--- src/rtl/mem32_stream_reader_if.sv ---
// mem32_stream_reader_if
// Purpose : groups the tagged mem32 request/acknowledge bus and the output
//           valid/ready stream of the mem32 stream reader.
// Signals : mem32_request/address/direction/byte_en/wdata/tag  initiator -> responder
//           mem32_rack/rack_tag/dack_tag/rdata                 responder -> initiator
//           out_data/out_valid                                 reader -> consumer
//           out_ready                                          consumer -> reader
// Modports: master = reader side, slave = responder/consumer side.
interface mem32_stream_reader_if;
  logic        mem32_request;
  logic [25:0] mem32_address;
  logic        mem32_direction;
  logic [3:0]  mem32_byte_en;
  logic [31:0] mem32_wdata;
  logic [7:0]  mem32_tag;
  logic        mem32_rack;
  logic [7:0]  mem32_rack_tag;
  logic [7:0]  mem32_dack_tag;
  logic [31:0] mem32_rdata;
  logic [31:0] out_data;
  logic        out_valid;
  logic        out_ready;

  modport master (
    output mem32_request, mem32_address, mem32_direction, mem32_byte_en,
    output mem32_wdata, mem32_tag, out_data, out_valid,
    input  mem32_rack, mem32_rack_tag, mem32_dack_tag, mem32_rdata, out_ready
  );

  modport slave (
    input  mem32_request, mem32_address, mem32_direction, mem32_byte_en,
    input  mem32_wdata, mem32_tag, out_data, out_valid,
    output mem32_rack, mem32_rack_tag, mem32_dack_tag, mem32_rdata, out_ready
  );
endinterface

--- src/rtl/mem32_stream_reader.sv ---
// mem32_stream_reader
// Purpose : on a start pulse, reads word_count contiguous 32-bit words from
//           DDR over the tagged mem32 port, buffers them in a 2^FIFO_LOG2
//           word FIFO and presents them on a valid/ready stream.
// Ports   : clock, reset (async, active-high)
//           start, start_addr[25:0], word_count[15:0]  transfer control
//           busy, done                                  transfer status
//           bus (mem32_stream_reader_if.master)         mem32 bus + stream
// Params  : TAG (non-zero request tag), FIFO_LOG2 (FIFO depth log2, >= 1)
// Macro   : MEM32_READER_BYTE_SWAP_EN byte-reverses each word on FIFO entry.
module mem32_stream_reader #(
  parameter logic [7:0]  TAG       = 8'hA5,
  parameter int unsigned FIFO_LOG2 = 3
) (
  input  logic        clock,
  input  logic        reset,
  input  logic        start,
  input  logic [25:0] start_addr,
  input  logic [15:0] word_count,
  output logic        busy,
  output logic        done,
  mem32_stream_reader_if.master bus
);

  localparam int unsigned AW    = 26;
  localparam int unsigned DW    = 32;
  localparam int unsigned LW    = 16;
  localparam int unsigned PW    = FIFO_LOG2;
  localparam int unsigned CW    = FIFO_LOG2 + 1;
  localparam int unsigned SW    = FIFO_LOG2 + 2;
  localparam int unsigned DEPTH = 1 << FIFO_LOG2;
  localparam logic [SW-1:0] DEPTH_S = SW'(DEPTH);

  localparam logic [1:0] IDLE  = 2'd0;
  localparam logic [1:0] ISSUE = 2'd1;
  localparam logic [1:0] DRAIN = 2'd2;

  logic [1:0]    state_q, state_d;
  logic          req_q, req_d;
  logic [AW-1:0] addr_q, addr_d;
  logic [LW-1:0] req_left_q, req_left_d;
  logic [LW-1:0] data_left_q, data_left_d;
  logic [CW-1:0] outstanding_q, outstanding_d;
  logic [CW-1:0] fifo_count_q, fifo_count_d;
  logic [PW-1:0] wr_ptr_q, wr_ptr_d;
  logic [PW-1:0] rd_ptr_q, rd_ptr_d;
  logic [DW-1:0] head_q, head_d;
  logic          valid_q, valid_d;
  logic          busy_q, busy_d;
  logic          done_q, done_d;
  logic [SW-1:0] credit_used;

  logic [DW-1:0] mem [DEPTH];

  logic          accept;
  logic          ret;
  logic          pop;
  logic          final_pop;
  logic [DW-1:0] wdata_in;

  // Handshake qualifiers: only our own tag counts, late data after reset is dropped.
  assign accept    = req_q & bus.mem32_rack & (bus.mem32_rack_tag == TAG);
  assign ret       = (bus.mem32_dack_tag == TAG) & (state_q != IDLE) & (outstanding_q != '0);
  assign pop       = valid_q & bus.out_ready;
  assign final_pop = pop & (state_q != IDLE) & (fifo_count_q == CW'(1)) & (data_left_q == '0);

`ifdef MEM32_READER_BYTE_SWAP_EN
  assign wdata_in = {bus.mem32_rdata[7:0], bus.mem32_rdata[15:8],
                     bus.mem32_rdata[23:16], bus.mem32_rdata[31:24]};
`else
  assign wdata_in = bus.mem32_rdata;
`endif

  // Next-state and next-output logic.
  always_comb begin
    state_d       = state_q;
    req_d         = req_q;
    addr_d        = addr_q;
    req_left_d    = req_left_q;
    data_left_d   = data_left_q;
    outstanding_d = outstanding_q;
    fifo_count_d  = fifo_count_q;
    wr_ptr_d      = wr_ptr_q;
    rd_ptr_d      = rd_ptr_q;
    head_d        = head_q;
    valid_d       = valid_q;
    busy_d        = busy_q;
    done_d        = 1'b0;
    credit_used   = '0;

    case (state_q)
      IDLE: begin
        if (start) begin
          if (word_count != '0) begin
            state_d     = ISSUE;
            addr_d      = start_addr & ~AW'(3);
            req_left_d  = word_count;
            data_left_d = word_count;
          end else begin
            done_d = 1'b1;
          end
        end
      end
      ISSUE: begin
        if (accept && (req_left_q == LW'(1))) state_d = DRAIN;
      end
      DRAIN: begin
        if (final_pop || ((data_left_q == '0) && (fifo_count_q == '0))) state_d = IDLE;
      end
      default: state_d = IDLE;
    endcase

    if (accept) begin
      addr_d     = addr_q + AW'(4);
      req_left_d = req_left_q - LW'(1);
    end
    if (ret) data_left_d = data_left_q - LW'(1);
    outstanding_d = outstanding_q + CW'(accept) - CW'(ret);
    fifo_count_d  = fifo_count_q + CW'(ret) - CW'(pop);
    if (ret) wr_ptr_d = wr_ptr_q + PW'(1);
    if (pop) rd_ptr_d = rd_ptr_q + PW'(1);

    // Head register mirrors mem[rd_ptr]; bypass the write when the FIFO is (about to be) empty.
    if (pop) begin
      if (fifo_count_q == CW'(1)) begin
        if (ret) head_d = wdata_in;
      end else begin
        head_d = mem[rd_ptr_d];
      end
    end else if ((fifo_count_q == '0) && ret) begin
      head_d = wdata_in;
    end
    valid_d = (fifo_count_d != '0);

    // A raised request is held until accepted; a new one needs a free FIFO slot.
    credit_used = SW'(fifo_count_d) + SW'(outstanding_d);
    if (req_q && !accept) begin
      req_d = 1'b1;
    end else begin
      req_d = (state_d == ISSUE) && (req_left_d != '0) && (credit_used < DEPTH_S);
    end

    if (final_pop) done_d = 1'b1;
    busy_d = (state_d != IDLE);
  end

  // State and output registers.
  always_ff @(posedge clock or posedge reset) begin
    if (reset) begin
      state_q       <= IDLE;
      req_q         <= 1'b0;
      addr_q        <= '0;
      req_left_q    <= '0;
      data_left_q   <= '0;
      outstanding_q <= '0;
      fifo_count_q  <= '0;
      wr_ptr_q      <= '0;
      rd_ptr_q      <= '0;
      head_q        <= '0;
      valid_q       <= 1'b0;
      busy_q        <= 1'b0;
      done_q        <= 1'b0;
    end else begin
      state_q       <= state_d;
      req_q         <= req_d;
      addr_q        <= addr_d;
      req_left_q    <= req_left_d;
      data_left_q   <= data_left_d;
      outstanding_q <= outstanding_d;
      fifo_count_q  <= fifo_count_d;
      wr_ptr_q      <= wr_ptr_d;
      rd_ptr_q      <= rd_ptr_d;
      head_q        <= head_d;
      valid_q       <= valid_d;
      busy_q        <= busy_d;
      done_q        <= done_d;
    end
  end

  // FIFO storage; contents are don't-care until pushed.
  always_ff @(posedge clock) begin
    if (ret) mem[wr_ptr_q] <= wdata_in;
  end

  assign bus.mem32_request   = req_q;
  assign bus.mem32_address   = addr_q;
  assign bus.mem32_direction = 1'b0;
  assign bus.mem32_byte_en   = 4'hF;
  assign bus.mem32_wdata     = '0;
  assign bus.mem32_tag       = TAG;
  assign bus.out_data        = head_q;
  assign bus.out_valid       = valid_q;
  assign busy                = busy_q;
  assign done                = done_q;

endmodule

--- src/flat_wrapper.sv ---
// flat-port wrapper written by rule: the top's interface ports become plain ports
module mem32_stream_reader_flat 
#(
  parameter logic [7:0]  TAG       = 8'hA5,
  parameter int unsigned FIFO_LOG2 = 3
)
  (clock, reset, start, start_addr, word_count, busy, done, bus_mem32_request, bus_mem32_address, bus_mem32_direction, bus_mem32_byte_en, bus_mem32_wdata, bus_mem32_tag, bus_out_data, bus_out_valid, bus_mem32_rack, bus_mem32_rack_tag, bus_mem32_dack_tag, bus_mem32_rdata, bus_out_ready);
  mem32_stream_reader_if bus_i ();
  input  logic clock;
  input  logic reset;
  input  logic start;
  input  logic [25:0] start_addr;
  input  logic [15:0] word_count;
  output logic busy;
  output logic done;
  output wire logic [$bits(bus_i.mem32_request)-1:0] bus_mem32_request;
  output wire logic [$bits(bus_i.mem32_address)-1:0] bus_mem32_address;
  output wire logic [$bits(bus_i.mem32_direction)-1:0] bus_mem32_direction;
  output wire logic [$bits(bus_i.mem32_byte_en)-1:0] bus_mem32_byte_en;
  output wire logic [$bits(bus_i.mem32_wdata)-1:0] bus_mem32_wdata;
  output wire logic [$bits(bus_i.mem32_tag)-1:0] bus_mem32_tag;
  output wire logic [$bits(bus_i.out_data)-1:0] bus_out_data;
  output wire logic [$bits(bus_i.out_valid)-1:0] bus_out_valid;
  input wire logic [$bits(bus_i.mem32_rack)-1:0] bus_mem32_rack;
  input wire logic [$bits(bus_i.mem32_rack_tag)-1:0] bus_mem32_rack_tag;
  input wire logic [$bits(bus_i.mem32_dack_tag)-1:0] bus_mem32_dack_tag;
  input wire logic [$bits(bus_i.mem32_rdata)-1:0] bus_mem32_rdata;
  input wire logic [$bits(bus_i.out_ready)-1:0] bus_out_ready;
  assign bus_mem32_request = bus_i.mem32_request;
  assign bus_mem32_address = bus_i.mem32_address;
  assign bus_mem32_direction = bus_i.mem32_direction;
  assign bus_mem32_byte_en = bus_i.mem32_byte_en;
  assign bus_mem32_wdata = bus_i.mem32_wdata;
  assign bus_mem32_tag = bus_i.mem32_tag;
  assign bus_out_data = bus_i.out_data;
  assign bus_out_valid = bus_i.out_valid;
  assign bus_i.mem32_rack = bus_mem32_rack;
  assign bus_i.mem32_rack_tag = bus_mem32_rack_tag;
  assign bus_i.mem32_dack_tag = bus_mem32_dack_tag;
  assign bus_i.mem32_rdata = bus_mem32_rdata;
  assign bus_i.out_ready = bus_out_ready;
  mem32_stream_reader #(.TAG(TAG), .FIFO_LOG2(FIFO_LOG2)) u_core (.clock(clock), .reset(reset), .start(start), .start_addr(start_addr), .word_count(word_count), .busy(busy), .done(done), .bus(bus_i));
endmodule
--- config.mk ---
export PLATFORM = sky130hd
export DESIGN_NAME = mem32_stream_reader_flat
export DESIGN_NICKNAME = d
export VERILOG_FILES = /design/src/rtl/mem32_stream_reader_if.sv /design/src/rtl/mem32_stream_reader.sv /design/src/flat_wrapper.sv
export SDC_FILE = /design/constraint.sdc
export NUM_CORES = 1
export LEC_CHECK = 0
export ABC_AREA = 0
export ABC_CLOCK_PERIOD_IN_PS = 4800
export CAP_MARGIN = 20
export CELL_PAD_IN_SITES_DETAIL_PLACEMENT = 1
export CELL_PAD_IN_SITES_GLOBAL_PLACEMENT = 2
export CORE_MARGIN = 2
export CORE_UTILIZATION = 30
export DETAILED_ROUTE_END_ITERATION = 12
export PLACE_DENSITY_LB_ADDON = 0.1
export SETUP_SLACK_MARGIN = 0.2
export SYNTH_ARGS = -nofsm -noshare
export SYNTH_HDL_FRONTEND = slang
export SYNTH_SLANG_ARGS = --single-unit
--- constraint.sdc ---
create_clock -name clock -period 4.8 [get_ports clock]
set_clock_uncertainty 0.1 [all_clocks]
set_input_delay 0.96 -clock clock [delete_from_list [all_inputs] [get_ports clock]]
set_output_delay 0.96 -clock clock [all_outputs]
set_load 0.02 [all_outputs]
# After elaboration in Yosys (flattened, before gate mapping)
# Memory sizes are Yosys's and may differ from the RTL's.
# Cells that the tools add are included.
# W data, S select, Z words.
[totals]
ff_bits = 110
mem_bits_rw = 256
in_bits = 95
elab_cells = 97
mem_count = 1
[memory_table]
columns = ["name", "words", "word_bits", "read_ports", "rd_ports_with_merged_regs", "wr", "line_no", "rtl"]
rows = [
  ["u_core.mem", 8, 32, 1, 0, 1, "mem32_stream_reader.sv:53", "logic [DW-1:0] mem [DEPTH];"],
]
[classes]
n_addsub = 10
order_cmp = 1
n_eq_ne = 8
mux = 29
bitwise = 8
n_reduce_logical = 27
[ops]
columns = ["operator", "count"]
rows = [
  ["$mux W16", 8],
  ["$mux W32", 4],
  ["$mux W26", 4],
  ["$reduce_bool A16 Y1", 2],
  ["$sub A16 B1 Y16 const B", 2],
  ["$add A26 B3 Y26 const B", 1],
  ["$reduce_bool A2 Y1", 9],
  ["$eq A16 B1 Y1 const B", 1],
  ["$eq A8 B8 Y1 const B", 2],
  ["$logic_not A16 Y1", 1],
  ["$add A4 B1 Y4", 2],
  ["$and A1 B1 Y1", 8],
  ["$mux W2", 4],
  ["$reduce_bool A4 Y1", 2],
  ["$sub A4 B1 Y4", 2],
  ["$mux W1", 7],
  ["$add A3 B1 Y3 const B", 2],
  ["$logic_and A1 B1 Y1", 6],
  ["$pmux W2 S3", 1],
  ["$reduce_and A3 Y1", 2],
  ["$add A4 B4 Y5", 1],
  ["$lt A5 B4 Y1 const B", 1],
  ["$eq A2 B1 Y1 const B", 2],
  ["$eq A4 B1 Y1 const B", 1],
  ["8 further kinds", 8],
]

# Logic depth before layout (Yosys ltp)
# Gate-level depths: netlist (run 1).
[logic_depth]
word_depth = 11
mapped_depth = 16

# Worst setup path before layout (run 1)
# Ideal clock, no wire load.
[synth_timing]
kind = "in2reg"
from = "input bus_mem32_dack_tag[3]"
to = "memory u_core.mem[4][0], enable pin"
setup_ps = 461
arrival_ps = 4202
t_required_ps = 4239
path_slack_ps = 37
path_stages = 6
n_path_buf = 1
cell_sequence = "nor4bb_1 > nand3_1 > clkinv_1 > clkbuf_1 > nand2_1 > nor3_1"
[synth_between]
elab_chain_len = 5
[synth_rtl]
columns = ["element", "line_no", "rtl"]
rows = [
  ["from (decl)", "flat_wrapper.sv:26", "input wire logic [$bits(bus_i.mem32_dack_tag)-1:0] bus_mem32_dack_tag;"],
  ["$eq A8 B8 Y1", "mem32_stream_reader.sv:63", "assign ret = (bus.mem32_dack_tag == TAG) & (state_q != IDLE) & (outstanding_q != '0);"],
  ["$and A1 B1 Y1 (2 in a row)", "mem32_stream_reader.sv:63", ""],
  ["$mux W1", "mem32_stream_reader.sv:182", "if (ret) mem[wr_ptr_q] <= wdata_in;"],
  ["$mux W1 (not written as such)", "mem32_stream_reader.sv:182", ""],
  ["to (decl)", "mem32_stream_reader.sv:53", ""],
]
# No other way between the ends.

# Worst setup path after layout (run 1)
[layout_timing]
from = "input word_count[13]"
to = "register u_core.req_q, in the netlist u_core.bus.mem32_request"
[layout_between]
elab_chain_len = 9
word_cells_on_any_way = 13
classes_between = "eq/ne: 1; mux: 8; reduce/logical: 4"
[layout_rtl]
columns = ["element", "line_no", "rtl"]
rows = [
  ["from (decl)", "flat_wrapper.sv:13", "input logic [15:0] word_count;"],
  ["$reduce_bool A16 Y1", "mem32_stream_reader.sv:94", "if (word_count != '0) begin"],
  ["$mux W16", "mem32_stream_reader.sv:94", ""],
  ["$mux W16", "mem32_stream_reader.sv:93", "if (start) begin"],
  ["$mux W16", "mem32_stream_reader.sv:91", "case (state_q)"],
  ["$mux W16", "mem32_stream_reader.sv:113", "if (accept) begin"],
  ["via u_core.req_left_d[8]", "mem32_stream_reader.sv:41", "logic [LW-1:0] req_left_q, req_left_d;"],
  ["$reduce_bool A16 Y1", "mem32_stream_reader.sv:140", "req_d = (state_d == ISSUE) && (req_left_d != '0) && (credit_used < DEPTH_S);"],
  ["$logic_and A1 B1 Y1 (2 in a row)", "mem32_stream_reader.sv:140", ""],
  ["$mux W1", "mem32_stream_reader.sv:137", "if (req_q && !accept) begin"],
  ["via u_core.req_d", "mem32_stream_reader.sv:39", "logic req_q, req_d;"],
  ["to (signal assigned)", "mem32_stream_reader.sv:165", "req_q <= req_d;"],
  ["to (decl)", "mem32_stream_reader.sv:39", ""],
]
# The timed path passes the listed nets, and every way through them passes these cells.
# A chain may end at the register's enable or synchronous reset.

==> flow_metrics.env, run 1 <==
export IMPL_die_x_um=233
export IMPL_coreArea_sq_mm=0.0522
export IMPL_cts_root_buf="clkbuf_16"
export IMPL_crit_path_end_kind="flop"
export IMPL_drv_cap=0
export IMPL_rows=84
export IMPL_synth_cell_types=69
export IMPL_p_leak_nw=6.93
export IMPL_wire_per_inst_um=21.5
export IMPL_vias=9963
export IMPL_slew_violations=0
export IMPL_final_setup_tns_ns=0
export IMPL_cp_max_fo=10
export IMPL_chipHeight_um=233
export IMPL_ant_nets=0
export IMPL_clkTransAtPathRegs_ns=0.06
export IMPL_insertion_delay_ns=0.56
export IMPL_max_freq_ghz=0.243
export IMPL_fill_cells=5405
export IMPL_grt_pass1_vias=10700
export IMPL_final_core_util=0.375
export IMPL_cts_made_buffers=43
export IMPL_io_pins=202
export IMPL_ir_worst_vdd_v=0.000449
export IMPL_place_congestion=0.756
export IMPL_finalHoldViolCount=0
export IMPL_gr_total_overflow=0
export IMPL_required_ns=5.14
export IMPL_cts_tree="done"
export IMPL_rsz0062_at_grt="no"
export IMPL_ys_seq_elements=364
export IMPL_synth_enable_flop_cells=256
export IMPL_post_route_period_util=0.858
export IMPL_seqPwrFrac=0.379
export IMPL_arrival_ns=4.46
export IMPL_drc=0
export IMPL_clock_sinks=364
export IMPL_cts_setup_buffers=0
export IMPL_setup_worst_path_class="in -> reg"
export IMPL_internal_power_mw=7.09
export IMPL_worst_slew_pin_slew_ns=0.803
export IMPL_relSlewSlack=0.465
export IMPL_finalNetCount=1430
export IMPL_power_share_clock=0.283
export IMPL_ctsHtreeMaxLevel=2
export IMPL_multi_input_area_sq_mm=0.00499
export IMPL_antenna_found_initial=2
export IMPL_hold_class="reg -> reg"
export IMPL_finalWirelength_um=43800
export IMPL_initial_utilization=0.302
export IMPL_vias_per_cell=4.90
export IMPL_clock_path_buffers=3
export IMPL_fin_cells=2034
export IMPL_dp_cells=1958
export IMPL_synth_flop_cell="edfxtp_1"
export IMPL_drt_first_iter_violations=506
export IMPL_area_growth_pct=24.1
export IMPL_post_cts_resized=0
export IMPL_num_antenna_cells=0
export IMPL_outcome="finished clean"
export IMPL_synth_area_sq_mm=0.0158
export IMPL_layout_cells_most_common="edfxtp_1"
export IMPL_layout_min_cycle_time_ns=4.12
export IMPL_critPathLaunchType="input pin"
export IMPL_finalSetupViolations=0
export IMPL_ys_seq_area_frac=0.658
export IMPL_firstDrtPassIters=6
export IMPL_track_usage=0.164
export IMPL_synthArstFlopShare=0.297
export IMPL_syn_inst=1128
export IMPL_syn_area_per_cell_sq_um=14.0
export IMPL_netSwitchingFraction=0.335
export IMPL_hpwl_um=26900
export IMPL_p_comb_frac=0.338
export IMPL_portBuffers=152
export IMPL_p_sw_mw=3.57
export IMPL_layout_drive_gt1_share=0.148
export IMPL_grt_max_degree=82
export IMPL_final_cell_mix="edfxtp_1, clkdlybuf4s50_1, nand2_1, dfrtp_1, o21ai_0"
export IMPL_synth_warnings=0
export IMPL_grt_pass1_wl_um=67300
export IMPL_power_density_mw_per_mm2=545
export IMPL_ctsHoldBuffers=0
export IMPL_seq_area_sq_mm=0.0104
export IMPL_die_area_sq_mm=0.0544
[critical path, cell delays in order]
cell and delay, ns:
clkdlybuf4s50_1 0.49, nor4_1 0.67, a41oi_2 0.26, buf_4 0.24
buf_4 0.18, mux2i_1 0.15, a211oi_1 0.11, or4_1 0.52
or4_1 0.58, a32o_1 0.29
[synthesized netlist by cell type (5+ instances only)]
| master | number | area, sq um |
|---|---|---|
| nor3_1 | 21 | 105 |
| mux2i_1 | 9 | 90.1 |
| or3_1 | 5 | 31.3 |
| ha_1 | 18 | 225 |
| buf_2 | 8 | 40.0 |
| clkbuf_1 | 34 | 128 |
| dfrtp_1 | 108 | 2700 |
| nor4_1 | 16 | 100 |
| nand2_1 | 137 | 514 |
| mux4_2 | 64 | 1440 |
| or4_1 | 10 | 75.1 |
| edfxtp_1 | 256 | 7690 |
| o21ai_0 | 83 | 415 |
| nand3_1 | 52 | 260 |
| a21oi_1 | 19 | 95.1 |
| nand4_1 | 5 | 31.3 |
| o22ai_1 | 8 | 50.1 |
| a211oi_1 | 17 | 128 |
| a221o_1 | 9 | 90.1 |
| a311oi_1 | 6 | 52.6 |
| buf_1 | 14 | 52.6 |
| inv_1 | 32 | 120 |
| and3_1 | 6 | 37.5 |
| a31oi_1 | 5 | 31.3 |
| o221a_2 | 6 | 67.6 |
| buf_4 | 47 | 353 |
| nand2b_1 | 7 | 43.8 |
| nor2_1 | 57 | 214 |
[through the flow]
stage               power (mW)  hold slack (ns)  instance area (sq um)  setup slack, ns
floorplan                 6.37            0.357                  16000            0.351
global placement          7.79            0.362                  18300            0.137
detailed placement        7.82            0.369                  18300            0.108
CTS                       10.9            0.382                  19600            0.711
global route              11.3            0.411                  19600            0.549
finish                    10.7            0.377                  19600            0.680
[state kept, by name, indices dropped and copies added, names as in the netlist]
name and flops:
u_core.data_left_q 16, u_core.busy 1, u_core.req_left_q 16, u_core.mem 256, u_core.outstanding_q 4, u_core.state_q 2
u_core.fifo_count_q 4, u_core.bus.out_data 32, u_core.wr_ptr_q 3, u_core.bus.mem32_address 24, u_core.bus.mem32_request 1, u_core.bus.out_valid 1
u_core.rd_ptr_q 3, u_core.done 1
[worst paths after layout]
path / start / end / slack (ns) / depth (start not counted)
setup / recovery: word_count[13] / u_core.bus.mem32_request / 0.68 / 10
hold / removal: u_core.bus.out_data[2] / u_core.bus.out_data[2] / 0.38 / 2
setup reg to reg: u_core.req_left_q[0] / u_core.bus.mem32_request / 1.11 / 9
hold reg to reg: u_core.bus.out_data[2] / u_core.bus.out_data[2] / 0.38 / 2
max in group asynchronous: reset / u_core.bus.out_data[22] / 3.04 / 3
min in group asynchronous: reset / u_core.bus.mem32_address[12] / 0.68 / 2
[cells by family after synthesis]
kind of cell    Yosys count  share of synthesized area
compound gates          184                     0.0755
other cells               2                   0.000476
buf+inv                 137                     0.0444
fa+ha+maj                20                     0.0168
flops                   364                      0.658
simple gates            336                      0.100
xor+xnor                  8                    0.00444
mux                      77                     0.0999
[cell type report]
cell class	instances	area share
clock buffer	62	0.0612
clock inverter	14	0.00403
inverter	34	0.00665
multi-input combinational	672	0.255
sequential	364	0.531
tap	688	0.0440
timing repair buffer	200	0.0987
[routing by layer]
layer,wire [um],track usage,up-vias
met4,652,0.0384,4
met5,30,0,-
li1,-,-,4589
met2,21400,0.270,144
met1,20200,0.226,5174
met3,1500,0.0255,52
[power groups by stage]
stage          clock network [mW]  registers [mW]  logic [mW]
4_1_cts                      3.12            4.04        3.73
2_1_floorplan                   0            4.25        2.12
3_5_place_dp                    0            4.10        3.72
3_3_place_gp                    0            4.09        3.69
6_report                     3.02            4.04        3.61
5_1_grt                      3.25            4.10        4.00
No activity file was read; power rests on OpenSTA's default activity.
==> inputs of run 2 (changes only) <==
--- a/config.mk
+++ b/config.mk
@@ -11,7 +11,7 @@
 export CELL_PAD_IN_SITES_DETAIL_PLACEMENT = 1
 export CELL_PAD_IN_SITES_GLOBAL_PLACEMENT = 2
 export CORE_MARGIN = 2
-export CORE_UTILIZATION = 30
+export CORE_UTILIZATION = 39
 export DETAILED_ROUTE_END_ITERATION = 12
 export PLACE_DENSITY_LB_ADDON = 0.1
 export SETUP_SLACK_MARGIN = 0.2
==> run 2 against run 1 <==
Net effect: hold slack better by 0.0017 ns; critical path type unchanged; register-to-register slack about the same; utilization grew 11 points; highest routed layer unchanged; largest cell class unchanged.
==> flow_metrics.env, run 2 (synthesis results as in run 1) <==
export IMPL_cp_slowest_stage_delay_ns=0.57
export IMPL_grt_pass1_vias=10500
export IMPL_relSlewSlack=0.418
export IMPL_power_density_mw_per_mm2=557
export IMPL_finalHoldViolCount=0
export IMPL_final_setup_tns_ns=0
export IMPL_crit_slowest_cell="clkdlybuf4s50_1"
export IMPL_ctsHoldBuffers=0
export IMPL_layout_min_cycle_time_ns=4.01
export IMPL_chipHeight_um=205
export IMPL_fin_cells=1860
export IMPL_worst_slew_pin_slew_ns=0.874
export IMPL_ir_worst_vdd_v=0.000317
export IMPL_clock_path_buffers=3
export IMPL_hold_end="u_core.bus.out_data[8]"
export IMPL_clkTransAtPathRegs_ns=0.06
export IMPL_slew_violations=0
export IMPL_die_area_sq_mm=0.0421
export IMPL_ant_nets=0
export IMPL_io_pins=202
export IMPL_finalSetupViolations=0
export IMPL_area_growth_pct=23.0
export IMPL_arrival_ns=4.37
export IMPL_rsz0062_at_grt="no"
export IMPL_outcome="finished clean"
export IMPL_wire_per_inst_um=21.4
export IMPL_grt_max_degree=66
export IMPL_r2r_start="u_core.state_q[0]"
export IMPL_dp_cells=1784
export IMPL_rows=73
export IMPL_drc=0
export IMPL_critPathLaunchType="input pin"
export IMPL_drv_cap=0
export IMPL_clock_sinks=364
export IMPL_timing_rr_end="u_core.bus.mem32_request"
export IMPL_max_freq_ghz=0.249
export IMPL_initial_utilization=0.396
export IMPL_coreArea_sq_mm=0.0398
export IMPL_required_ns=5.16
export IMPL_vias=9840
export IMPL_die_x_um=205
export IMPL_largest_register_ffs=256
export IMPL_insertion_delay_ns=0.57
export IMPL_vias_per_cell=5.29
export IMPL_gr_total_overflow=0
export IMPL_layout_drive_gt1_share=0.144
export IMPL_layout_cells_most_common="edfxtp_1"
export IMPL_rr_worst_depth=15
export IMPL_finalWirelength_um=39800
export IMPL_crit_chain="clkdlybuf4s50_1 -> nor4_1 -> buf_4 -> a41oi_2 -> buf_4 -> mux2_2 -> o221a_2 -> or4_1 -> or4_1 -> a32o_1"
export IMPL_hold_class="reg -> reg"
export IMPL_grt_pass1_wl_um=62400
export IMPL_final_cell_mix="edfxtp_1, clkdlybuf4s50_1, nand2_1, dfrtp_1, o21ai_0"
export IMPL_antenna_found_initial=1
export IMPL_cts_tree="done"
export IMPL_r2r_slack_ns=1.11
export IMPL_cts_made_buffers=41
export IMPL_post_route_period_util=0.836
export IMPL_cts_root_buf="clkbuf_16"
export IMPL_holdPathStages=2
export IMPL_setup_worst_path_class="in -> reg"
export IMPL_min_from="u_core.bus.out_data[8]"
export IMPL_portBuffers=152
export IMPL_regMostFlops="u_core.mem"
export IMPL_firstDrtPassIters=5
export IMPL_finalNetCount=1417
export IMPL_drt_first_iter_violations=546
export IMPL_cp_max_fo=8
export IMPL_place_congestion=0.782
export IMPL_p_leak_nw=6.93
export IMPL_track_usage=0.195
export IMPL_cts_setup_buffers=0
export IMPL_crit_path_end_kind="flop"
export IMPL_ctsHtreeMaxLevel=2
export IMPL_post_cts_resized=0
export IMPL_hpwl_um=24600
==> run 2: per-layer routing <==
| metal | track usage | up-vias | share of wire |
|---|---|---|---|
| met5 | 0 | - | 0.00028 |
| met4 | 0.0522 | 2 | 0.019 |
| met3 | 0.0358 | 57 | 0.036 |
| met2 | 0.315 | 175 | 0.49 |
| met1 | 0.272 | 5045 | 0.46 |
| li1 | - | 4561 | - |
==> run 2: where the power goes <==
group | total (mW) | internal, mW | switching [mW] | leakage [nW]
Combinational | 3.56 | 1.63 | 1.92 | 2.67
Sequential | 4.03 | 3.71 | 0.320 | 3.58
Clock | 3.23 | 1.94 | 1.28 | 0.677
==> run 2: critical path, delay by kind of cell <==
family,cells,cell delay (ns)
buffers and inverters,3,1.01
muxes,1,0.26
AOI/OAI and AO/OA,3,0.68
and+or+nand+nor,3,1.47
==> run 2: worst max path at each step <==
stage | from | end | slack, ns | depth (start not counted)
floorplan | bus_mem32_dack_tag[3] | u_core.mem[0][0] | 0.35 | 5
global placement | bus_mem32_dack_tag[5] | u_core.bus.mem32_request | 0.19 | 14
detailed placement | bus_mem32_dack_tag[5] | u_core.bus.mem32_request | 0.14 | 15
CTS | bus_mem32_dack_tag[5] | u_core.bus.mem32_request | 0.74 | 15
global route | bus_mem32_dack_tag[5] | u_core.bus.mem32_request | 0.50 | 15
finish | word_count[13] | u_core.bus.mem32_request | 0.79 | 10
==> run 2: stage by stage <==
| step | area [sq um] | hold slack (ns) | utilization | power, mW | setup slack (ns) |
|---|---|---|---|---|---|
| global placement | 18000 | 0.361 | 0.452 | 7.66 | 0.185 |
| detailed placement | 18000 | 0.372 | 0.452 | 7.72 | 0.144 |
| global route | 19400 | 0.410 | 0.487 | 11.4 | 0.496 |
| finish | 19400 | 0.378 | 0.487 | 10.8 | 0.785 |
| CTS | 19400 | 0.386 | 0.487 | 11.0 | 0.736 |
| floorplan | 16000 | 0.357 | - | 6.37 | 0.351 |
==> run 2: cell type report <==
cell class | instances | area [sq um]
diodes | 1 | 2.50
clock buffers | 55 | 1140
clock inverters | 20 | 246
fillers | 4028 | 20400
inverters | 34 | 130
multi-input cells | 672 | 4990
flip-flops and latches | 364 | 10400
well taps | 525 | 657
repair buffers | 189 | 1850
==> inputs of run 3 (changes only) <==
--- a/config.mk
+++ b/config.mk
@@ -6,12 +6,12 @@
 export NUM_CORES = 1
 export LEC_CHECK = 0
 export ABC_AREA = 0
-export ABC_CLOCK_PERIOD_IN_PS = 4800
+export ABC_CLOCK_PERIOD_IN_PS = 3500
 export CAP_MARGIN = 20
 export CELL_PAD_IN_SITES_DETAIL_PLACEMENT = 1
 export CELL_PAD_IN_SITES_GLOBAL_PLACEMENT = 2
 export CORE_MARGIN = 2
-export CORE_UTILIZATION = 39
+export CORE_UTILIZATION = 35
 export DETAILED_ROUTE_END_ITERATION = 12
 export PLACE_DENSITY_LB_ADDON = 0.1
 export SETUP_SLACK_MARGIN = 0.2
==> constraint.sdc (replaced) <==
create_clock -name clock -period 3.5 [get_ports clock]
set_clock_uncertainty 0.1 [all_clocks]
set_input_delay 0.7 -clock clock [delete_from_list [all_inputs] [get_ports clock]]
set_output_delay 0.7 -clock clock [all_outputs]
set_load 0.02 [all_outputs]
==> run 3 against run 2 <==
Net effect: global-route usage down 1.1 points; register-to-register slack worse by 0.88 ns; clock-buffer cell count up 2; critical endpoint unchanged.
==> flow_metrics.env, run 3 (synthesis results as in run 1) <==
export IMPL_outcome="finished clean"
export IMPL_cts_made_buffers=42
export IMPL_hold_class="reg -> reg"
export IMPL_firstDrtPassIters=4
export IMPL_place_congestion=0.793
export IMPL_min_from="u_core.bus.out_data[4]"
export IMPL_rows=77
export IMPL_drv_cap=0
export IMPL_vias=10400
export IMPL_p_comb_frac=0.368
export IMPL_setup_worst_path_class="in -> reg"
export IMPL_final_cell_mix="edfxtp_1, nand2_1, clkdlybuf4s50_1, dfrtp_1, buf_4"
export IMPL_layout_min_cycle_time_ns=3.27
export IMPL_ant_nets=0
export IMPL_coreArea_sq_mm=0.0443
export IMPL_power_density_mw_per_mm2=750
export IMPL_post_route_period_util=0.934
export IMPL_netSwitchingFraction=0.328
export IMPL_layout_drive_gt1_share=0.221
export IMPL_place_area_sq_mm=0.0190
export IMPL_slew_violations=0
export IMPL_crit_slowest_cell="or4_1"
export IMPL_critPathLaunchType="input pin"
export IMPL_ctsHoldBuffers=0
export IMPL_p_sw_mw=5.10
export IMPL_seqPwrFrac=0.354
export IMPL_grt_pass1_wl_um=66100
export IMPL_arrival_ns=3.61
export IMPL_cts_tree="done"
export IMPL_initial_utilization=0.356
export IMPL_final_setup_tns_ns=0
export IMPL_layout_cells_most_common="edfxtp_1"
export IMPL_chipHeight_um=216
export IMPL_max_freq_ghz=0.306
export IMPL_vias_per_cell=5.13
export IMPL_insertion_delay_ns=0.56
export IMPL_largest_register_ffs=256
export IMPL_clock_sinks=364
export IMPL_cp_slowest_stage_delay_ns=0.52
export IMPL_die_area_sq_mm=0.0468
export IMPL_required_ns=3.85
export IMPL_worst_slew_pin_slew_ns=0.669
export IMPL_drt_first_iter_violations=509
export IMPL_finalSetupViolations=0
export IMPL_relSlewSlack=0.553
export IMPL_drc=0
export IMPL_r2r_start="u_core.req_left_q[6]"
export IMPL_p_leak_nw=7.71
export IMPL_wire_per_inst_um=20.9
export IMPL_crit_chain="clkdlybuf4s50_1 -> nor4_4 -> buf_4 -> a41oi_4 -> mux2_4 -> o221a_2 -> or4_1 -> or4_1 -> a32o_1"
export IMPL_worstSetupStartpoint="word_count[0]"
export IMPL_seq_area_sq_mm=0.0104
export IMPL_power_share_clock=0.278
export IMPL_ctsHtreeMaxLevel=2
export IMPL_track_usage=0.184
export IMPL_cp_max_fo=6
export IMPL_power_mw=15.6
export IMPL_finalHoldViolCount=0
export IMPL_rsz0062_at_grt="no"
export IMPL_finalNetCount=1505
export IMPL_path_common_cell="or4_1"
export IMPL_internal_power_mw=10.5
export IMPL_hpwl_um=27600
export IMPL_clkTransAtPathRegs_ns=0.06
export IMPL_grt_pass1_vias=11300
export IMPL_antenna_found_initial=2
export IMPL_regMostFlops="u_core.mem"
export IMPL_gr_total_overflow=0
export IMPL_fill_cells=4470
export IMPL_whs_ns=0.376
export IMPL_final_area_sq_mm=0.0207
export IMPL_portBuffers=152
export IMPL_finalWirelength_um=42100
export IMPL_crit_path_end_kind="flop"
export IMPL_io_pins=202
export IMPL_multi_input_area_sq_mm=0.00527
export IMPL_die_x_um=216
export IMPL_area_growth_pct=31.5
export IMPL_cts_root_buf="clkbuf_16"
export IMPL_grt_max_degree=66
export IMPL_clock_path_buffers=3
export IMPL_ir_worst_vdd_v=0.000414
[run 3: cell type report]
| class | count | area share |
|---|---|---|
| Sequential cell | 364 | 0.501 |
| Multi-Input combinational cell | 672 | 0.254 |
| Timing Repair Buffer | 276 | 0.137 |
| Clock buffer | 57 | 0.0544 |
| Tap cell | 592 | 0.0357 |
| Clock inverter | 21 | 0.0108 |
| Inverter | 34 | 0.00681 |
| Antenna cell | 1 | 0.000121 |
[run 3: path summary, 6_finish.rpt]
kind                            slack [ns]  cells past startpoint                           to
worst max-delay path                  0.23                      9     u_core.bus.mem32_request
worst min-delay path                  0.38                      2       u_core.bus.out_data[4]
worst max register to register        0.23                      8     u_core.bus.mem32_request
worst min register to register        0.38                      2       u_core.bus.out_data[4]
max in group asynchronous             2.11                      3      u_core.bus.out_data[11]
min in group asynchronous             0.48                      2  u_core.bus.mem32_address[5]
[run 3: repair_timing]
action | in CTS | in global routing
pin swaps | 3 | 23
cloned | 0 | 0
endpoints found under the setup margin | 1 | 1
gates resized for setup | 19 | 66
buffers inserted | 0 | 9
[run 3: through the flow]
stage / util / cells / setup WS (ns)
after detailed placement: 0.428 / 1929 / -0.555
after global routing: 0.468 / 2017 / 0.157
after CTS: 0.461 / 2007 / 0.204
after floorplan: - / 1173 / -0.0601
final: 0.468 / 2017 / 0.232
after global placement: 0.428 / 1929 / -0.502
[run 3: per-layer routing]
metal	up-vias	wire length (um)	global-route usage
met2	180	19900	0.298
li1	4748	-	-
met5	-	13	0
met3	63	1510	0.0320
met1	5361	19600	0.252
met4	2	1100	0.0564
[run 3: critical path, delay by kind of cell]
| family | cells | cell delay [ns] |
|---|---|---|
| AOI/OAI and AO/OA | 3 | 0.73 |
| and+or+nand+nor | 3 | 1.23 |
| buffers and inverters | 2 | 0.63 |
| muxes | 1 | 0.32 |
[run 3: power groups by stage]
stage | logic (mW) | registers (mW) | clock network (mW)
finish | 5.72 | 5.52 | 4.32
global placement | 5.53 | 5.58 | 0
detailed placement | 5.61 | 5.60 | 0
CTS | 5.64 | 5.52 | 4.47
floorplan | 2.97 | 5.83 | 0
global route | 6.28 | 5.59 | 4.61
==> variant (flow settings as in run 3) <==
Make the reset (`reset`) synchronous in one clocked block. Comments in the files are not updated.
--- a/src/rtl/mem32_stream_reader.sv
+++ b/src/rtl/mem32_stream_reader.sv
@@ -145,7 +145,7 @@
   end
 
   // State and output registers.
-  always_ff @(posedge clock or posedge reset) begin
+  always_ff @(posedge clock) begin
     if (reset) begin
       state_q       <= IDLE;
       req_q         <= 1'b0;
Function: differs if reset is asserted again (counterexample within 4 cycles, from zero or initial values and one cycle with reset high); with reset held inactive, the same outputs for 4 cycles.
==> variant against run 3 <==
First-iteration DRC count fell by 7.5%; sequential share of layout area down 0.33 points; register-to-register slack improved by 190 ps; final area is 4.6% lower; critical path depth increased by 2; via count decreased by 2.9%; worst setup slack better by 150 ps; worst hold slack barely moved; sequential cell count unchanged; clock power fell by 3%; area after synthesis down 0.58%; total power decreased by 21%; non-clock buffer count down 46; wire length is 1.7% lower; critical path type unchanged; critical endpoint is now u_core.bus.mem32_request.
==> variant: results (changes against run 3) <==
outcome complete, no violations (unchanged); met1 Resource Use GR 0.243 (was 0.252); Placement Cell Area 0.0183 mm2 (was 0.0190 mm2); met3 routing resource usage after global routing 0.0375 (was 0.0320); share of the clock period used by the worst path 0.889 (was 0.934); Cell Area, Synth 0.0157 mm2 (was 0.0158 mm2); Critical-path top delay cell sky130_fd_sc_hd__or3_1 (was sky130_fd_sc_hd__or4_1); clock tree cell share of total cell area 0.0669 (was 0.0652); TritonCTS buffer count 41 (was 42); Post-CTS Setup Bufs 2 (was 0); first-pass detailed-route iteration total 5 (was 4); count of cells resized by post-cts repair 5 (was 19); Cell variety after synth 76 (was 69); tightest slew margin relative to the limit 0.462 (was 0.553); sequential share of cell area 0.497 (was 0.501); Static Leak 7.04 nW (was 7.71 nW); worst slack, placed -504 ps (was -555 ps); Detail Route met2 WL 20.0 mm (was 19.9 mm); routed length on met3 1.84 mm (was 1.51 mm); maximum fanout along the worst path 2 (was 6); wl on met1 18.9 mm (was 19.6 mm); r2r worst-path depth 13 (was 8); largest net degree at the start of global routing 65 (was 66); drt first-iter violations 471 (was 509); grt met2 use 0.299 (was 0.298); fraction of cell area in non-clock buffers 0.117 (was 0.137)
variant: cell count changes after synthesis, moves of 41 or more:
cell / before / now
sky130_fd_sc_hd__o21ai_0: 83 / 30
sky130_fd_sc_hd__nand2_1: 137 / 36
sky130_fd_sc_hd__nor2_1: 57 / 98
sky130_fd_sc_hd__dfrtp_1: 108 / 0
sky130_fd_sc_hd__dfxtp_1: 0 / 108
sky130_fd_sc_hd__a21oi_1: 19 / 87
variant: power breakdown:
part | switching (W) | total, W | internal (W) | leakage [nW]
clock network | 0.00175 | 0.00420 | 0.00246 | 0.644
registers | 0.000169 | 0.00499 | 0.00482 | 3.19
logic | 0.00155 | 0.00306 | 0.00151 | 3.21
total | 0.00346 | 0.0122 | 0.00879 | 7.04
variant: kinds of logic after synthesis:
kind of cell	after synthesis	synth area share
buf+inv	132	0.0479
mux	99	0.114
other cells	2	0.000479
flops	364	0.628
simple gates	266	0.0891
compound gates	227	0.0979
fa+ha+maj	20	0.0169
xor+xnor	10	0.00558
